<file path="src/rtl/m_controller_pkg.sv">
// m_controller_pkg: mux/result encodings, funct3 codes and FSM states shared by the M-unit controller
package m_controller_pkg;
    localparam int MUX_MULTA_LENGTH  = 2;
    localparam int MUX_MULTB_LENGTH  = 2;
    localparam int MUX_R_LENGTH      = 3;
    localparam int MUX_D_LENGTH      = 2;
    localparam int MUX_Z_LENGTH      = 2;
    localparam int RESULT_SEL_LENGTH = 2;

    localparam logic [1:0] MULTA_ZERO = 2'd0, MULTA_UNSIGNED = 2'd1, MULTA_SIGNED = 2'd2;
    localparam logic [1:0] MULTB_ZERO = 2'd0, MULTB_UNSIGNED = 2'd1, MULTB_SIGNED = 2'd2;
    localparam logic [2:0] R_KEEP = 3'd0, R_A = 3'd1, R_A_NEG = 3'd2, R_SUB_KEEP = 3'd3, R_MULT_LOWER = 3'd4;
    localparam logic [1:0] D_KEEP = 2'd0, D_B = 2'd1, D_B_NEG = 2'd2, D_SHR = 2'd3;
    localparam logic [1:0] Z_KEEP = 2'd0, Z_ZERO = 2'd1, Z_SHL_ADD = 2'd2, Z_MULT_UPPER = 2'd3;
    localparam logic [1:0] RES_Z = 2'd0, RES_R = 2'd1, RES_ONES = 2'd2;

    localparam logic [2:0] F_MUL = 3'b000, F_MULH = 3'b001, F_MULHSU = 3'b010, F_MULHU = 3'b011;
    localparam logic [2:0] F_DIV = 3'b100, F_DIVU = 3'b101, F_REM = 3'b110, F_REMU = 3'b111;

    localparam logic [2:0] S_IDLE = 3'd0, S_MUL_OP = 3'd1, S_MUL_WAIT = 3'd2, S_MUL_CAPT = 3'd3;
    localparam logic [2:0] S_DIV_ITER = 3'd4, S_DONE = 3'd5;

    function automatic logic signed_div(input logic [2:0] f3);
        return f3 == F_DIV || f3 == F_REM;
    endfunction
endpackage

</file>
<file path="src/rtl/m_controller_if.sv">
// m_controller_if: handshake, operand flags and datapath selects between pipeline and M-unit controller
interface m_controller_if;
    import m_controller_pkg::*;
    logic flush, valid, ready;
    logic [2:0] funct3;
    logic rs1_sign, rs2_sign, rs2_zero, sub_neg;
    logic [MUX_MULTA_LENGTH-1:0] mux_multA;
    logic [MUX_MULTB_LENGTH-1:0] mux_multB;
    logic [MUX_R_LENGTH-1:0] mux_R;
    logic [MUX_D_LENGTH-1:0] mux_D;
    logic [MUX_Z_LENGTH-1:0] mux_Z;
    logic done, result_neg;
    logic [RESULT_SEL_LENGTH-1:0] result_sel;
    modport master(output flush, valid, funct3, rs1_sign, rs2_sign, rs2_zero, sub_neg,
                   input ready, mux_multA, mux_multB, mux_R, mux_D, mux_Z, done, result_sel, result_neg);
    modport slave(input flush, valid, funct3, rs1_sign, rs2_sign, rs2_zero, sub_neg,
                  output ready, mux_multA, mux_multB, mux_R, mux_D, mux_Z, done, result_sel, result_neg);
endinterface

</file>
<file path="src/rtl/m_step_counter.sv">
// m_step_counter: 5-bit step counter with clear/enable and terminal-count flag
module m_step_counter #(
    parameter int STEPS = 32
) (
    input  logic       clk,
    input  logic       resetn,
    input  logic       clr,
    input  logic       en,
    output logic [4:0] cnt,
    output logic       tc
);
    assign tc = cnt == 5'(STEPS - 1);
    always_ff @(posedge clk or posedge resetn)
        if (resetn) cnt <= '0;
        else if (clr) cnt <= '0;
        else if (en) cnt <= cnt + 5'd1;
endmodule

</file>
<file path="src/rtl/m_controller.sv">
// m_controller: RV32M sequencing FSM; define M_DIV_ZERO_BYPASS_EN to finish division by zero in one cycle
module m_controller
    import m_controller_pkg::*;
#(
    parameter int MULT_LATENCY = 0,
    parameter int DIV_STEPS    = 32
) (
    input logic clk,
    input logic resetn,
    m_controller_if.slave bus
);
    logic [2:0] state, state_n, op;
    logic [4:0] cnt;
    logic s1, s2, z2, accept, tc, wait_end, byp_in, byp_q, in_mul, iter, capt;

    assign accept   = state == S_IDLE && bus.valid && !bus.flush;
    assign wait_end = state == S_MUL_WAIT && cnt == 5'(MULT_LATENCY);
    assign in_mul   = state == S_MUL_OP || state == S_MUL_WAIT || state == S_MUL_CAPT;
    assign iter     = state == S_DIV_ITER;
    assign capt     = state == S_MUL_CAPT;
`ifdef M_DIV_ZERO_BYPASS_EN
    assign byp_in = bus.funct3[2] && bus.rs2_zero;
    assign byp_q  = op[2] && z2;
`else
    assign byp_in = 1'b0;
    assign byp_q  = 1'b0;
`endif

    m_step_counter #(.STEPS(DIV_STEPS)) u_cnt (
        .clk(clk), .resetn(resetn), .clr(accept || wait_end || bus.flush),
        .en(iter || state == S_MUL_WAIT), .cnt(cnt), .tc(tc)
    );

    always_comb begin
        state_n = state;
        unique case (state)
            S_IDLE:     if (accept) state_n = byp_in ? S_DONE : bus.funct3[2] ? S_DIV_ITER : S_MUL_OP;
            S_MUL_OP:   state_n = S_MUL_WAIT;
            S_MUL_WAIT: if (wait_end) state_n = S_MUL_CAPT;
            S_MUL_CAPT: state_n = S_DONE;
            S_DIV_ITER: if (tc) state_n = S_DONE;
            default:    state_n = S_IDLE;
        endcase
        if (bus.flush) state_n = S_IDLE;
    end

    always_ff @(posedge clk or posedge resetn)
        if (resetn) begin
            state <= S_IDLE;
            op    <= '0;
            s1    <= 1'b0;
            s2    <= 1'b0;
            z2    <= 1'b0;
        end else begin
            state <= state_n;
            if (accept) begin
                op <= bus.funct3;
                s1 <= bus.rs1_sign;
                s2 <= bus.rs2_sign;
                z2 <= bus.rs2_zero;
            end
        end

    // multiplier selects stay stable through capture so the upper word is extracted with the right signedness
    assign bus.mux_multA = !in_mul ? MULTA_ZERO : (op == F_MULH || op == F_MULHSU) ? MULTA_SIGNED : MULTA_UNSIGNED;
    assign bus.mux_multB = !in_mul ? MULTB_ZERO : op == F_MULH ? MULTB_SIGNED : MULTB_UNSIGNED;
    assign bus.mux_R = accept ? (!byp_in && signed_div(bus.funct3) && bus.rs1_sign ? R_A_NEG : R_A)
                     : iter ? R_SUB_KEEP : capt ? R_MULT_LOWER : R_KEEP;
    assign bus.mux_D = accept ? (signed_div(bus.funct3) && bus.rs2_sign ? D_B_NEG : D_B)
                     : iter ? D_SHR : D_KEEP;
    assign bus.mux_Z = accept && bus.funct3[2] ? Z_ZERO : iter ? Z_SHL_ADD : capt ? Z_MULT_UPPER : Z_KEEP;
    assign bus.ready = state == S_IDLE;
    assign bus.done  = state == S_DONE && !bus.flush;
    assign bus.result_sel = state != S_DONE ? RES_Z : byp_q && !op[1] ? RES_ONES
                          : (op == F_MUL || op[2:1] == 2'b11) ? RES_R : RES_Z;
    assign bus.result_neg = state == S_DONE && !byp_q && (op == F_DIV ? (s1 ^ s2) && !z2 : op == F_REM && s1);
endmodule

</file>
<file path="src/flat_wrapper.sv">
// flat-port wrapper written by rule: the top's interface ports become plain ports
module m_controller_flat import m_controller_pkg::*;
#(
    parameter int MULT_LATENCY = 0,
    parameter int DIV_STEPS    = 32
)
  (clk, resetn, bus_flush, bus_valid, bus_funct3, bus_rs1_sign, bus_rs2_sign, bus_rs2_zero, bus_sub_neg, bus_ready, bus_mux_multA, bus_mux_multB, bus_mux_R, bus_mux_D, bus_mux_Z, bus_done, bus_result_sel, bus_result_neg);
  m_controller_if bus_i ();
  input logic clk;
  input logic resetn;
  input wire logic [$bits(bus_i.flush)-1:0] bus_flush;
  input wire logic [$bits(bus_i.valid)-1:0] bus_valid;
  input wire logic [$bits(bus_i.funct3)-1:0] bus_funct3;
  input wire logic [$bits(bus_i.rs1_sign)-1:0] bus_rs1_sign;
  input wire logic [$bits(bus_i.rs2_sign)-1:0] bus_rs2_sign;
  input wire logic [$bits(bus_i.rs2_zero)-1:0] bus_rs2_zero;
  input wire logic [$bits(bus_i.sub_neg)-1:0] bus_sub_neg;
  output wire logic [$bits(bus_i.ready)-1:0] bus_ready;
  output wire logic [$bits(bus_i.mux_multA)-1:0] bus_mux_multA;
  output wire logic [$bits(bus_i.mux_multB)-1:0] bus_mux_multB;
  output wire logic [$bits(bus_i.mux_R)-1:0] bus_mux_R;
  output wire logic [$bits(bus_i.mux_D)-1:0] bus_mux_D;
  output wire logic [$bits(bus_i.mux_Z)-1:0] bus_mux_Z;
  output wire logic [$bits(bus_i.done)-1:0] bus_done;
  output wire logic [$bits(bus_i.result_sel)-1:0] bus_result_sel;
  output wire logic [$bits(bus_i.result_neg)-1:0] bus_result_neg;
  assign bus_i.flush = bus_flush;
  assign bus_i.valid = bus_valid;
  assign bus_i.funct3 = bus_funct3;
  assign bus_i.rs1_sign = bus_rs1_sign;
  assign bus_i.rs2_sign = bus_rs2_sign;
  assign bus_i.rs2_zero = bus_rs2_zero;
  assign bus_i.sub_neg = bus_sub_neg;
  assign bus_ready = bus_i.ready;
  assign bus_mux_multA = bus_i.mux_multA;
  assign bus_mux_multB = bus_i.mux_multB;
  assign bus_mux_R = bus_i.mux_R;
  assign bus_mux_D = bus_i.mux_D;
  assign bus_mux_Z = bus_i.mux_Z;
  assign bus_done = bus_i.done;
  assign bus_result_sel = bus_i.result_sel;
  assign bus_result_neg = bus_i.result_neg;
  m_controller #(.MULT_LATENCY(MULT_LATENCY), .DIV_STEPS(DIV_STEPS)) u_core (.clk(clk), .resetn(resetn), .bus(bus_i));
endmodule
</file>
<file path="config.mk">
export PLATFORM = sky130hd
export DESIGN_NAME = m_controller_flat
export DESIGN_NICKNAME = d
export VERILOG_FILES = /design/src/rtl/m_controller_pkg.sv /design/src/rtl/m_controller_if.sv /design/src/rtl/m_step_counter.sv /design/src/rtl/m_controller.sv /design/src/flat_wrapper.sv
export SDC_FILE = /design/constraint.sdc
export NUM_CORES = 1
export LEC_CHECK = 0
export CELL_PAD_IN_SITES_DETAIL_PLACEMENT = 1
export CELL_PAD_IN_SITES_GLOBAL_PLACEMENT = 2
export CORE_MARGIN = 2
export CORE_UTILIZATION = 25
export CTS_CLUSTER_DIAMETER = 60
export DETAILED_ROUTE_END_ITERATION = 6
export PLACE_DENSITY_LB_ADDON = 0.25
export SLEW_MARGIN = 30
export SYNTH_ARGS = -nofsm -noshare
export SYNTH_HDL_FRONTEND = slang
export SYNTH_SLANG_ARGS = --single-unit
export TNS_END_PERCENT = 1
</file>
<file path="constraint.sdc">
create_clock -name clk -period 1.49 [get_ports clk]
set_input_delay 0.447 -clock clk [delete_from_list [all_inputs] [get_ports clk]]
set_output_delay 0.447 -clock clk [all_outputs]
set_load 0.03 [all_outputs]
</file>
# --- Yosys cells after proc, flatten, opt, wreduce, memory -nomap -nowiden ---
# Index checks and enable logic that the tools add are counted.
classes:
  reduce_logical: 25
  addsub: 1
  eq_ne: 17
  bitwise: 1
  mux: 25
op_table:
  columns: ["cell", "n"]
  rows:
  - ["2-to-1 mux 2 bit", 12]
  - ["2-to-1 mux 3 bit", 8]
  - ["equality test 3 bit, second input constant", 6]
  - ["case mux 3 bit (5 select lines)", 1]
  - ["logical AND 1 bit", 10]
  - ["2-to-1 mux 5 bit", 2]
  - ["equality test 3 x 2 -> 1 bit, second input constant", 3]
  - ["!= test 3 x 2 -> 1 bit, second input constant", 3]
  - ["logical OR 1 bit", 8]
  - ["equality test 3 x 1 -> 1 bit, second input constant", 2]
  - ["logical NOT 3 bit", 2]
  - ["adder 5 x 1 -> 5 bit, second input constant", 1]
  - ["equality test 5 bit, second input constant", 1]
  - ["logical NOT 5 bit", 1]
  - ["!= test 3 bit, second input constant", 1]
  - ["AND reduction 3 bit", 1]
  - ["equality test 2 bit, second input constant", 1]
  - ["logical NOT 1 bit", 2]
  - ["2-to-1 mux 1 bit", 2]
  - ["nonzero test 2 bit", 1]
  - ["XOR 1 bit", 1]
totals:
  input_bits: 11
  elab_cells: 75
  output_inout_bits: 16
  register_bits: 14

# --- Longest topological paths before layout ---
# Gate-level depths: netlist of run 1.
logic_depth:
  ltp_word: 6
  mapped_depth: 6

# --- By module ---
# From an unflattened synthesis of run 1, not the netlist that was laid out.
hier_totals:
  hier_cells: 100
  hier_area_um2: 989.7
by_module_without_submodules:
  columns: ["mod", "cells_per_inst", "instances", "seq_area_each_um2", "area_per_inst_um2"]
  rows:
  - ["m_controller", 77, 1, 225.2, 708.2]
  - ["m_step_counter", 23, 1, 125.1, 281.5]

# --- Least setup slack after synthesis of run 1 ---
# Ideal clock, no wire load.
synth_path:
  kind: "register to output"
  from: "register u_core.state[1]"
  to: "output bus_mux_multB[1]"
  arrival_time_ps: 2008
  path_slack_ps: -965
  path_stages_with_launch: 5
  required_ps: 1043
  n_path_buf: 1
  path_cell_list: "dfrtp_1 -> buf_6 -> nor2_1 -> or2_2 -> nor4b_1"
synth_between:
  elab_chain_len: 4
synth_lines:
  columns: ["item", "line", "rtl"]
  rows:
  - ["start: declaration", "m_controller.sv:12", "logic [2:0] state, state_n, op;"]
  - ["start signal: assignment", "m_controller.sv:55", "state <= state_n;"]
  - ["equality test 3 x 1 -> 1 bit or equality test 3 x 2 -> 1 bit (tied branches)", "m_controller.sv:18", "assign in_mul = state == S_MUL_OP || state == S_MUL_WAIT || state == S_MUL_CAPT;"]
  - ["logical OR 1 bit", "m_controller.sv:18", null]
  - ["logical OR 1 bit *", "m_controller.sv:18", null]
  - ["2-to-1 mux 2 bit *", "m_controller.sv:66", "assign bus.mux_multB = !in_mul ? MULTB_ZERO : op == F_MULH ? MULTB_SIGNED : MULTB_UNSIGNED;"]
  - ["end: declaration", "flat_wrapper.sv:20", "output wire logic [$bits(bus_i.mux_multB)-1:0] bus_mux_multB;"]
# Every way passes the cells marked *; elsewhere a longest branch is shown, timed or not.

# --- Final worst setup path of run 1 ---
layout_path:
  from: "register u_core.state[1]"
  to: "output bus_mux_D[1]"
layout_between:
  elab_chain_len: 4
layout_lines:
  columns: ["item", "line", "rtl"]
  rows:
  - ["logical NOT 3 bit", "m_controller.sv:16", "assign accept = state == S_IDLE && bus.valid && !bus.flush;"]
  - ["logical AND 1 bit (2 in a row)", "m_controller.sv:16", null]
  - ["2-to-1 mux 2 bit *", "m_controller.sv:69", "assign bus.mux_D = accept ? (signed_div(bus.funct3) && bus.rs2_sign ? D_B_NEG : D_B)"]
  - ["end: declaration", "flat_wrapper.sv:22", "output wire logic [$bits(bus_i.mux_D)-1:0] bus_mux_D;"]
# Marked as above.

==> results of run 1 <==
-- per-stage QoR --
step	hold slack, ps	instances	setup slack (ps)	setup TNS, ps
finish	500.4	200	-489.7	-6038
global route	515.7	200	-555.7	-7811
CTS	504.6	200	-464.3	-6231
detailed placement	488.1	195	-595.8	-8282
global placement	489.8	195	-574.5	-7377
floorplan	336.2	108	-543.1	-6201
-- per-layer routing --
layer | track usage [%] | vias to the layer above
li1 | - | 471
met1 | 19.48 | 472
met2 | 26.38 | 10
met3 | 2.027 | 4
met4 | 4.592 | 0
met5 | 0 | -
-- worst max path at each step --
stage / end / startpoint
3_3_place_gp: bus_mux_D[1] / bus_valid
6_report: bus_mux_D[1] / u_core.state[1]
3_5_place_dp: bus_mux_R[1] / bus_valid
5_1_grt: bus_mux_D[1] / u_core.state[1]
4_1_cts: bus_mux_R[1] / u_core.state[1]
2_1_floorplan: bus_mux_D[1] / u_core.state[2]
-- power groups by stage --
stage | registers (uW) | clock network, uW | logic (uW)
detailed placement | 524 | 0 | 632
global placement | 519 | 0 | 613
global route | 531 | 417 | 730
floorplan | 475 | 0 | 413
CTS | 519 | 388 | 672
finish | 517 | 384 | 681
-- layout make-up --
class / count / area [um^2] / share of cell area [%]
Tap cell: 48 / 60.06 / 3.794
Sequential cell: 14 / 354.1 / 22.37
Clock buffer: 4 / 55.05 / 3.478
Timing Repair Buffer: 47 / 415.4 / 26.25
Inverter: 5 / 18.77 / 1.186
Multi-Input combinational cell: 82 / 679.4 / 42.92
-- state kept, by name, summed over array words and instances, names as in the netlist --
signal and count:
u_core.state 3, u_core.s1 1, u_core.op 3, u_core.z2 1, u_core.u_cnt.cnt 5, u_core.s2 1
-- cell families after synthesis --
kind of cell	count (synthesis)	synth area share, %
fa+ha+maj	3	3.847
compound gates	24	15.13
other cells	1	0.3842
mux	6	6.923
buf+inv	12	6.409
xor+xnor	5	5.258
simple gates	43	26.16
flops	14	35.90
-- cells in the final DEF, fill, tap and decap left out, types with 2 or more instances in the layout --
cell / synthesis / final
a21o_1: 3 / 3
a21oi_1: 8 / 6
a21oi_2: 0 / 2
a22o_1: 2 / 2
buf_4: 2 / 27
buf_6: 1 / 10
clkbuf_8: 0 / 4
clkdlybuf4s50_1: 0 / 5
dfrtp_1: 14 / 11
dfrtp_2: 0 / 3
dlygate4sd2_1: 0 / 4
inv_1: 5 / 3
inv_2: 0 / 2
mux2_2: 6 / 6
nand2_1: 7 / 3
nand2_2: 0 / 4
nand2b_1: 3 / 3
nand3_1: 4 / 4
nand3b_1: 3 / 3
nor2_1: 6 / 6
nor2b_4: 0 / 2
nor3_1: 4 / 3
nor3b_1: 4 / 4
nor4b_4: 0 / 2
o21ai_0: 7 / 4
o21ai_4: 0 / 2
or4_1: 2 / 2
xnor2_1: 3 / 3
-- what timing repair did --
| action | in CTS | in global routing |
|---|---|---|
| setup buffers | 1 | 0 |
| setup endpoints to repair | 27 | 27 |
| gates resized for setup | 32 | 8 |
| endpoints found under the hold margin | 0 | 0 |
| pin swaps | 8 | 3 |
-- worst register-to-register path: cells and delay by family, from the launching register on --
family,cells,cell delay (ps)
AND/OR/NAND/NOR,2,470
flip-flops,1,440
buffers and inverters,2,330
multiplexers,1,270
==> summary.md, run 1 <==
| Metric | Value |
|---|---|
| CTS Sinks | 14 |
| Num CTS Buffers | 3 |
| Initial drt markers | 49 |
| Reg-to-Reg Start | u_core.state[1] |
| Psw | 562.4 uW |
| Mapped Area | 975.9 um^2 |
| Most frequent cell after synthesis | dfrtp_1 |
| Status | complete, but fails checks |
| Sw frac | 35.54% |
| CTS tree | yes |
| Yosys cell types | 37 |
| Yosys warns | 0 |
| Clock Skew | 1.842 ps |
| Avg Vias per Cell | 4.785 |
| Critical path depth in cells | 4 |
| Fin worst setup slack | -489.7 ps |
| Clk pwr share | 24.3% |
| Worst Hold Class | in2async |
| Post-synth top area cell | dfrtp_1 |
| Total global routing overflow | 0 |
| Power, Total | 1582 uW |
| Clk slew on worst S/H paths | 60 ps |
| Seq pwr share | 32.7% |
| Site Rows | 22 |
| Worst EP required | 1040 ps |
| RSZ-0062 raised after global routing | yes |
| Syn avg cell area | 9.036 um^2 |
| Layout area overhead | 62.18% |
| DR top layer | met4 |
| Syn nets | 122 |
| Worst Setup End Kind | output pin |
| Met1 wire length | 1367 um |
| Fraction of registers with async set/reset | 100.0% |
| Startpoint type of the worst setup path | register |
| Crit-path slowest cell | dfrtp_2 |
| Max Transition Viols Final | 0 |
| DIE AREA | 0.004420 mm^2 |
| Count of final hold-check violations | 0 |
| Setup CP Type | reg2out |
| Initial antenna violation count | 0 |
| R2R cell count | 5 |
| Crit-path cells | nor3_4 > nand3b_1 > o21ai_4 > buf_6 |
| Power Dens Cells | 999.8 mW/mm^2 |
| Worst-path fanout max | 4 |
| Final Setup Violations | 21 |
| Non-Filler Cell Area, Final | 0.001583 mm^2 |
| Pin count of the biggest net entering global routing | 16 |
| Most frequent cells after synthesis | dfrtp_1 (14), a21oi_1 (8), nand2_1 (7), o21ai_0 (7) |
| Combinational share of power | 43.0% |
| Failing checks | setup timing |
| Static leakage | 0.0007016 uW |
| Fmax | 505.1 MHz |
| Post-route ant nets | 0 |
| Root Buffer Master | clkbuf_8 |
| Post-CTS Hold Buffers | 0 |
| Vias in the first global route | 957 |
| Routability cong. | 0.7943 |
| Pre-antenna DRT Iters | 3 |
| Fillers | 432 |
| Initial core utilization | 26.26% |
| Worst-Skew Late Latency | 250 ps |
| CTS max path bufs | 2 |
| Global-route wire length before repair | 4988 um |
| Reg-to-reg endpoint | u_core.op[1] |
| Final wirelength | 3042 um |
| Tot GR Track Use | 15.19% |
| N_diodes | 0 |
| Register area share after synthesis | 35.90% |
| Synth top area cells | dfrtp_1 (36%), mux2_2 (6.9%), a21oi_1 (4.1%) |
| Yosys reg bits | 14 |
| Worst Path Arrival | 1530 ps |
| Die Span X | 66.48 um |
| EDFF count, synth | 0 |
| Core Region | 0.003716 mm^2 |
| # H-tree levels | 1 |
| Reg-to-reg setup timing slack | -140 ps |
| Dominant synthesized flop cell | dfrtp_1 |
| Synthesized netlist cell count | 108 |
| Top-area cell type share of the netlist area | 35.90% |
| Crit path max-delay family | simple AND/OR/NAND/NOR gates |
| DRC viols | 0 |
| Max-cap violations | 0 |
| Die Ht | 66.48 um |
| Finished Core Util | 42.59% |
| Share of layout cells above drive strength 1 | 48.03% |
| Worst vdd ir | 0.4155 mV |
| DP Area | 0.001403 mm^2 |
| Worst path bufs/invs | 1 |
| Wire length on met2 | 1590 um |
| Period minus WS final | 1980 ps |
| CP peak stage delay | 440 ps |
| Crit share post-route | 132.9% |
| Met3 WL | 55 um |
| Internal power | 1020 uW |
| Via Count | 957 |
| Routed length per instance | 15.21 um |
| Layout net count | 167 |
| I/O Pins | 27 |
| Port bufs | 24 |
| DP Wirelength | 2298 um |
(Power assumes the default switching activity.)
==> inputs of run 2 (changes only) <==
CORE_UTILIZATION = 30   (was 25)
CTS_CLUSTER_SIZE = 8   (was default)
clock period = 2.3 ns   (was 1.49 ns; I/O delays follow)
==> run 2 against run 1 <==
  * The run still ends with setup timing left
  * First-iteration DRC count down 65%
  * Cell count shrank 6.5%
  * Via count fell by 4.4%
  * Count of clock-buffer cells in the layout stayed put
  * Die area is 16% lower
  * Register-to-register slack better by 760 ps
  * Critical path depth is 1 higher
==> summary.md, run 2 (synthesis gave the netlist of run 1 again) <==
| Metric | Value |
|---|---|
| Status | complete, but fails checks |
| Failing checks | setup timing |
| CTS tree | yes |
| Layout net count | 158 |
| Fin worst setup slack | -23.93 ps |
| Max reg flops | 5 |
| DIE AREA | 0.003725 mm^2 |
| Reg-to-Reg Start | u_core.u_cnt.cnt[0] |
| Worst-Skew Late Latency | 290 ps |
| DRC viols | 0 |
| Startpoint type of the worst setup path | register |
| Commonest non-fill, non-tap cell in the layout | buf_4 |
| Post-route ant nets | 0 |
| Power Dens Cells | 638.8 mW/mm^2 |
| Avg Vias per Cell | 4.893 |
| Core Region | 0.003078 mm^2 |
| Routability cong. | 0.7533 |
| Worst vdd ir | 0.3469 mV |
| Post-Layout Cell Count | 187 |
| Via Count | 915 |
| Worst path bufs/invs | 2 |
| Reg-to-reg endpoint | u_core.u_cnt.cnt[3] |
| Routed length per instance | 14.93 um |
| Total global routing overflow | 0 |
| Fmax | 430.3 MHz |
| Worst setup endpoint | bus_mux_R[0] |
| DP Wirelength | 2148 um |
| Vias in the first global route | 943 |
| Initial drt markers | 17 |
| Die Ht | 61.04 um |
| Post-CTS Hold Buffers | 0 |
| Die Span X | 61.04 um |
| Crit-path slowest cell | dfrtp_2 |
| Critical path origin | u_core.state[0] |
| Max-cap violations | 0 |
| Count of final hold-check violations | 0 |
| Most frequent cells in the layout | buf_4 (23), dfrtp_1 (11), a21oi_1 (8) |
| Crit path top cell by count | buf_6 |
| Share of layout cells above drive strength 1 | 34.97% |
| DP Area | 0.001289 mm^2 |
| Crit share post-route | 101.0% |
| Initial antenna violation count | 0 |
| Fillers | 362 |
| Setup tns final | -23.93 ps |
| Layout area overhead | 41.28% |
| Num CTS Buffers | 3 |
| Crit-path cells | nor3_4 > buf_6 > and3b_2 > a22o_1 > buf_6 |
| Worst Path Arrival | 1630 ps |
| Critical path depth in cells | 5 |
| Clock Skew | 12.33 ps |
| Clk slew on worst S/H paths | 100 ps |
| Setup CP Type | reg2out |
| CTS Sinks | 14 |
| Largest regs | u_core.u_cnt.cnt: 5 flops, u_core.op: 3 flops, u_core.state: 3 flops |
| Worst EP required | 1610 ps |
| Worst rel slew slack | 61.89% |
| CP peak stage delay | 460 ps |
| Crit path max-delay family | flip-flops |
| I/O Pins | 27 |
| # H-tree levels | 1 |
| Max Transition Viols Final | 0 |
| Multi-input logic area | 589.3 um^2 |
| Worst Hold Class | reg2reg |
| R2R cell count | 5 |
| N_diodes | 0 |
| Final Setup Violations | 1 |
| Root Buffer Master | clkbuf_4 |
| Non-Filler Cell Area, Final | 0.001379 mm^2 |
| Port bufs | 24 |
| Worst-path fanout max | 4 |
| Reg area | 354.1 um^2 |
| Pre-antenna DRT Iters | 3 |
| Period minus WS final | 2324 ps |
| Reg-to-reg setup timing slack | 620 ps |
| DP Cell Count | 181 |
| Static leakage | 0.0006288 uW |
| CTS max path bufs | 2 |
| Slew @ Worst Pin | 571.1 ps |
| Tot GR Track Use | 16.29% |
| Worst Setup End Kind | output pin |
| Initial core utilization | 31.71% |
| Top reg by flops | u_core.u_cnt.cnt |
| Site Rows | 20 |
| Final wirelength | 2792 um |
| RSZ-0062 raised after global routing | yes |
| Global-route wire length before repair | 4443 um |
| Pin count of the biggest net entering global routing | 15 |
==> run 2: cell types whose count changed in the layout (fill, tap and decap cells not counted), sizes merged <==
cell,delta
dlygate4sd2,+1
clkdlybuf4s50,-1
buf,-10
dlymetal6s2s,+1
==> run 2: metal layers <==
layer  up-vias  GRT usage, %  part of all wire, %
li1        452             -                    -
met1       445         20.81                   45
met2        16         27.66                   50
met3         2         3.571                  4.4
met4         0         4.658                 0.47
met5         -             0                    0
==> run 2: how the worst min path moves through the flow <==
stage	startpoint	to	slack [ps]	depth (start not counted)
after floorplan	u_core.s2	u_core.s2	470	1
after global placement	u_core.s2	u_core.s2	480	1
after detailed placement	u_core.s2	u_core.s2	500	1
after CTS	u_core.s2	u_core.s2	530	1
after global routing	u_core.s1	u_core.s1	580	1
final	u_core.s2	u_core.s2	530	1
==> run 2: per-stage QoR <==
step | total power [uW] | util (%) | hold slack [ps] | setup slack, ps
after floorplan | 555.1 | - | 470.8 | -328.4
after global placement | 664.6 | 41.87 | 480.7 | -196.8
after detailed placement | 680.7 | 41.87 | 499.9 | -231.3
after CTS | 881.7 | 43.94 | 531.0 | -34.22
after global routing | 936.1 | 44.80 | 576.0 | -76.84
final | 880.8 | 44.80 | 530.7 | -23.93
==> run 2: layout make-up <==
cell class / instances / area share, %
Timing Repair Buffer: 38 / 23.59
Sequential cell: 14 / 25.68
Multi-Input combinational cell: 82 / 42.74
Inverter: 5 / 1.361
Clock buffer: 4 / 2.632
Tap cell: 44 / 3.993
==> run 2: what timing repair did <==
| action | in CTS | in global routing |
|---|---|---|
| pin swaps | 2 | 5 |
| setup endpoints to repair | 7 | 7 |
| setup buffers | 1 | 1 |
| gates resized for setup | 16 | 6 |
| cloned | 0 | 0 |
==> run 2: where the power goes <==
| part | switching, uW | internal (uW) |
|---|---|---|
| Combinational | 184 | 170 |
| Sequential | 57.4 | 283 |
| Clock | 90.4 | 96.3 |
| Total | 332 | 549 |
